[src/rtl/grid_scan_ctrl.sv]
// grid_scan_ctrl: sweeps a WIDTH x HEIGHT 1-bit grid, counts set cells and records the first one.
// Optional CLEAR_ON_READ_EN: each cell is zeroed in memory at the edge where it is sampled.
module grid_scan_ctrl #(
   parameter int WIDTH  = 16,
   parameter int HEIGHT = 16,
   parameter int ADDR_W = 4,
   parameter int ADDR_H = 4,
   parameter int CNT_W  = 9
) (
   input  logic              clk,
   input  logic              rst,
   input  logic              start,
   input  logic              abort,
   output logic              mem_rd,
   output logic              mem_wr,
   output logic [ADDR_W-1:0] mem_addr_x,
   output logic [ADDR_H-1:0] mem_addr_y,
   output logic              mem_din,
   input  logic              mem_dout,
   output logic              busy,
   output logic              done,
   output logic              found,
   output logic [ADDR_W-1:0] first_x,
   output logic [ADDR_H-1:0] first_y,
   output logic [CNT_W-1:0]  ones_count
);
   typedef enum logic [1:0] {IDLE, SCAN, DONE} state_t;
   localparam logic [ADDR_W-1:0] LAST_X = ADDR_W'(WIDTH - 1);
   localparam logic [ADDR_H-1:0] LAST_Y = ADDR_H'(HEIGHT - 1);
   state_t            r_state, w_next;
   logic [ADDR_W-1:0] r_x, r_fx;
   logic [ADDR_H-1:0] r_y, r_fy;
   logic              r_found;
   logic [CNT_W-1:0]  r_cnt;
   logic              w_last, w_sample;
   assign w_last   = (r_x == LAST_X) && (r_y == LAST_Y);
   // abort wins over sampling, so an aborted cycle neither counts nor clears its cell
   assign w_sample = (r_state == SCAN) && !abort;
   always_comb begin
      w_next = r_state;
      busy   = 1'b0;
      done   = 1'b0;
      mem_rd = 1'b0;
      mem_wr = 1'b0;
      case (r_state)
         IDLE: w_next = start ? SCAN : IDLE;
         SCAN: begin
            w_next = abort ? IDLE : (w_last ? DONE : SCAN);
            busy   = 1'b1;
            mem_rd = 1'b1;
`ifdef CLEAR_ON_READ_EN
            mem_wr = w_sample;
`endif
         end
         DONE: begin
            w_next = IDLE;
            done   = 1'b1;
         end
         default: w_next = IDLE;
      endcase
   end
   always_ff @(posedge clk or posedge rst) begin
      if (rst) begin
         r_state <= IDLE;
         r_x     <= '0;
         r_y     <= '0;
         r_fx    <= '0;
         r_fy    <= '0;
         r_found <= 1'b0;
         r_cnt   <= '0;
      end else begin
         r_state <= w_next;
         if (r_state == IDLE && start) begin
            r_x     <= '0;
            r_y     <= '0;
            r_fx    <= '0;
            r_fy    <= '0;
            r_found <= 1'b0;
            r_cnt   <= '0;
         end else if (w_sample) begin
            if (mem_dout) begin
               r_cnt <= (r_cnt == '1) ? r_cnt : r_cnt + 1'b1;
               if (!r_found) begin
                  r_found <= 1'b1;
                  r_fx    <= r_x;
                  r_fy    <= r_y;
               end
            end
            // y is the fast index; the address parks on the last cell once the sweep ends
            if (!w_last) begin
               r_y <= (r_y == LAST_Y) ? '0 : r_y + 1'b1;
               r_x <= (r_y == LAST_Y) ? r_x + 1'b1 : r_x;
            end
         end
      end
   end
   assign mem_addr_x = r_x;
   assign mem_addr_y = r_y;
   assign mem_din    = 1'b0;
   assign found      = r_found;
   assign first_x    = r_fx;
   assign first_y    = r_fy;
   assign ones_count = r_cnt;
endmodule
[config.mk]
export PLATFORM = sky130hd
export DESIGN_NAME = grid_scan_ctrl
export DESIGN_NICKNAME = d
export VERILOG_FILES = /design/src/rtl/grid_scan_ctrl.sv
export SDC_FILE = /design/constraint.sdc
export NUM_CORES = 1
export LEC_CHECK = 0
export ABC_AREA = 1
export BUFFER_PORTS_ARGS = -buffer_cell sky130_fd_sc_hd__buf_4
export CORE_ASPECT_RATIO = 0.9
export CORE_MARGIN = 3
export CORE_UTILIZATION = 55
export DETAILED_ROUTE_END_ITERATION = 10
export PLACE_DENSITY = 0.91
export SYNTH_ARGS = -nofsm -noshare
export SYNTH_HDL_FRONTEND = slang
export SYNTH_SLANG_ARGS = --single-unit
[constraint.sdc]
create_clock -name clk -period 4.4 [get_ports clk]
set_input_delay 0.88 -clock clk [delete_from_list [all_inputs] [get_ports clk]]
set_output_delay 0.88 -clock clk [all_outputs]
set_load 0.02 [all_outputs]
==> impl_metrics.env <==
export IMPL_status="finished, final reports clean"
export IMPL_clk_latency_ns=0.34
export IMPL_grt_max_degree=29
export IMPL_pin_count=36
export IMPL_max_slew_margin_pct=29.8
export IMPL_dieArea_sq_um=3430
export IMPL_overflow=0
export IMPL_tightest_slew_ns=1.05
export IMPL_hpwlAfterDp_um=2230
export IMPL_dieHeight_um=55.9
export IMPL_power_uw=749
export IMPL_setup_viol=0
export IMPL_cp_slowest_stage_delay_ns=0.44
export IMPL_crit_required_ns=3.52
export IMPL_ys_flop_type="dfrtp_1"
export IMPL_die_w_um=61.4
export IMPL_fin_crit_sh_pct=46.8
export IMPL_start_util_pct=59.6
export IMPL_rr_startpoint="ones_count[0]$_DFFE_PP0P_"
export IMPL_rsz0062_at_grt="false"
export IMPL_regToRegSetupSlack_ns=2.57
export IMPL_route_detailed_drc=0
export IMPL_rr_endpoint="ones_count[8]$_DFFE_PP0P_"
export IMPL_io_buffer_count=33
export IMPL_cts_sinks=28
export IMPL_synth_common_cells="59 x nand2_1, 28 x dfrtp_1, 19 x inv_1"
export IMPL_synth_edf_count=0
export IMPL_place_gp_congestion=0.824
export IMPL_max_freq_mhz=485
export IMPL_end_kind="primary output"
export IMPL_cts_tree="yes"
export IMPL_critical_path_top_delay_family="flip-flops"
export IMPL_synth_seq_cells=28
export IMPL_hold_buffers=0
export IMPL_clock_root_buffer="clkbuf_4"
export IMPL_worstPathCellList="nor2_4 > buf_4"
export IMPL_grt_pass1_vias=1137
export IMPL_cts_htree_levels=1
export IMPL_firstDrtPassIters=4
export IMPL_cap_violations=0
export IMPL_cp_arrival_ns=1.18
export IMPL_n_antenna_cell=0
export IMPL_grt_pass1_wl_um=5130
export IMPL_numCtsBuffers=3
export IMPL_path_max_fanout=4
export IMPL_ys_seq_area_share_pct=46.1
export IMPL_vias=1299
export IMPL_syn_area_per_cell_sq_um=8.14
export IMPL_cts_resized=0
export IMPL_p_leak_uw=0.000959
export IMPL_cp_start_kind="flip-flop"
export IMPL_antenna_found_initial=0
export IMPL_drtIter0Drc=80
export IMPL_criticalPathCategory="reg -> out"
export IMPL_viasPerCell=5.26
export IMPL_synth_top_area_share_pct=46.1
export IMPL_slew_viol_final=0
export IMPL_yosysMostFrequentCell="nand2_1"
export IMPL_async_flop_share_pct=100
export IMPL_min_from="first_x[3]$_DFFE_PP0P_"
export IMPL_cts_setup_buffers=0
export IMPL_crit_buf_inv=1
export IMPL_syn_instance_count=187
export IMPL_wirelength_um=3010
export IMPL_finalSetupTns_ns=0
export IMPL_min_path_cells=2
export IMPL_post_route_util_pct=71.1
export IMPL_ant_nets=0
export IMPL_fillCellCount=222
export IMPL_synth_area_leader_cell="dfrtp_1"
export IMPL_area_growth_pct=19.2
export IMPL_cts_path_max_buffers=2
export IMPL_core_sq_um=2550
export IMPL_powerDensity_nw_per_um2=413
export IMPL_cp_slowest_cell="dfrtp_1"
export IMPL_final_hold_viol_count=0
export IMPL_ys_top_cells_by_area="dfrtp_1 46%, nand2_1 15%, nand3_1 5.6%, inv_1 4.7%, nor2_1 3.5%"
export IMPL_fin_skew_ns=0.0116
export IMPL_ir_drop_v=0.000264
export IMPL_whs_endpoint="first_x[3]$_DFFE_PP0P_"
export IMPL_synthesis_area_sq_um=1520
export IMPL_dp_cells=243
export IMPL_clkTransAtPathRegs_ns=0.15
export IMPL_wl_per_cell_um=12.2
export IMPL_min_delay_path_class="reg -> reg"
export IMPL_ys_warn_count=0
export IMPL_grtUsageTotal_pct=19.4
export IMPL_rows=17
export IMPL_layoutNonFillerInstCount=247
export IMPL_layout_drive_gt1_share_pct=23.7
export IMPL_ff2ff_path_depth=10
export IMPL_hold_ws_ns=0.544
export IMPL_min_period_ns=2.06
export IMPL_nets=229
export IMPL_synth_distinct_cells=26
area by class of cell:
class	instances	area [sq um]	share of cell area [%]
inverter	21	78.8	4.34
sequential	28	701	38.6
timing repair buffer	33	248	13.7
multi-input combinational	133	699	38.6
tap	28	35.0	1.93
clock buffer	3	22.5	1.24
clock inverter	1	30.0	1.66
placed cells by master, fill, tap and decap left out, types with 2 or more instances in the layout:
| master | instances |
|---|---|
| nand2_1 | 59 |
| buf_4 | 33 |
| dfrtp_1 | 28 |
| inv_1 | 19 |
| nand3_1 | 17 |
| nor2_1 | 14 |
| o21ai_0 | 7 |
| nand4_1 | 6 |
| ha_1 | 4 |
| nor2_4 | 3 |
| nand2_2 | 3 |
| a21oi_1 | 3 |
| o21bai_1 | 3 |
| clkbuf_4 | 3 |
| inv_2 | 2 |
| nand3_2 | 2 |
| o21ai_2 | 2 |
| xor2_1 | 2 |
| conb_1 | 2 |
through the flow:
step	instance area, sq um	worst slack (ns)
finish	1810	2.34
global route	1810	2.28
detailed placement	1760	2.44
floorplan	1530	2.71
global placement	1760	2.50
CTS	1810	2.34
report_power, final:
part,internal (uW),total [uW],switching (uW)
combinational,93.2,233,140
sequential,295,346,51.4
clock,92.3,169,77.2
total,480,749,269
worst reg2reg max path, delay by kind of cell (launching register included):
kind | cells | cell delay [ns]
buf+inv | 1 | 0.09
flops | 1 | 0.45
simple gates | 7 | 0.74
fa+ha+maj | 2 | 0.48
per-layer routing:
layer	vias up	routed length, um	track usage, %	share of wire [%]
li1	656	-	-	-
met1	606	1480	28.1	49
met4	0	36	5.45	1.2
met3	4	137	4.87	4.6
met2	33	1360	28.5	45
met5	-	0	0	0
worst max-delay path by stage:
stage	startpoint	endpoint	depth (start not counted)
final	r_state[1]$_DFF_PP0_	mem_rd	2
after floorplan	r_state[1]$_DFF_PP0_	mem_rd	2
after global placement	start	mem_addr_x[0]$_DFFE_PP0P_	6
after global routing	r_state[1]$_DFF_PP0_	busy	2
after CTS	r_state[1]$_DFF_PP0_	mem_rd	2
after detailed placement	start	mem_addr_x[1]$_DFFE_PP0P_	6
registers in the layout, indices dropped and copies added, names as in the netlist:
register	count
first_x	4
first_y	4
found	1
mem_addr_x	4
mem_addr_y	4
ones_count	9
r_state	2
kinds of logic (layout without fill, tap and decap cells):
family,Yosys count,in the layout,synth area share (%)
and+or+nand+nor,108,108,34.2
adders and majority gates,4,4,3.29
buffers and inverters,27,58,8.22
DFF,28,28,46.1
AOI/OAI and AO/OA,17,17,6.83
xor gates and xnor gates,2,2,1.15
other,1,2,0.246
Power figures use the tool's default switching activity.
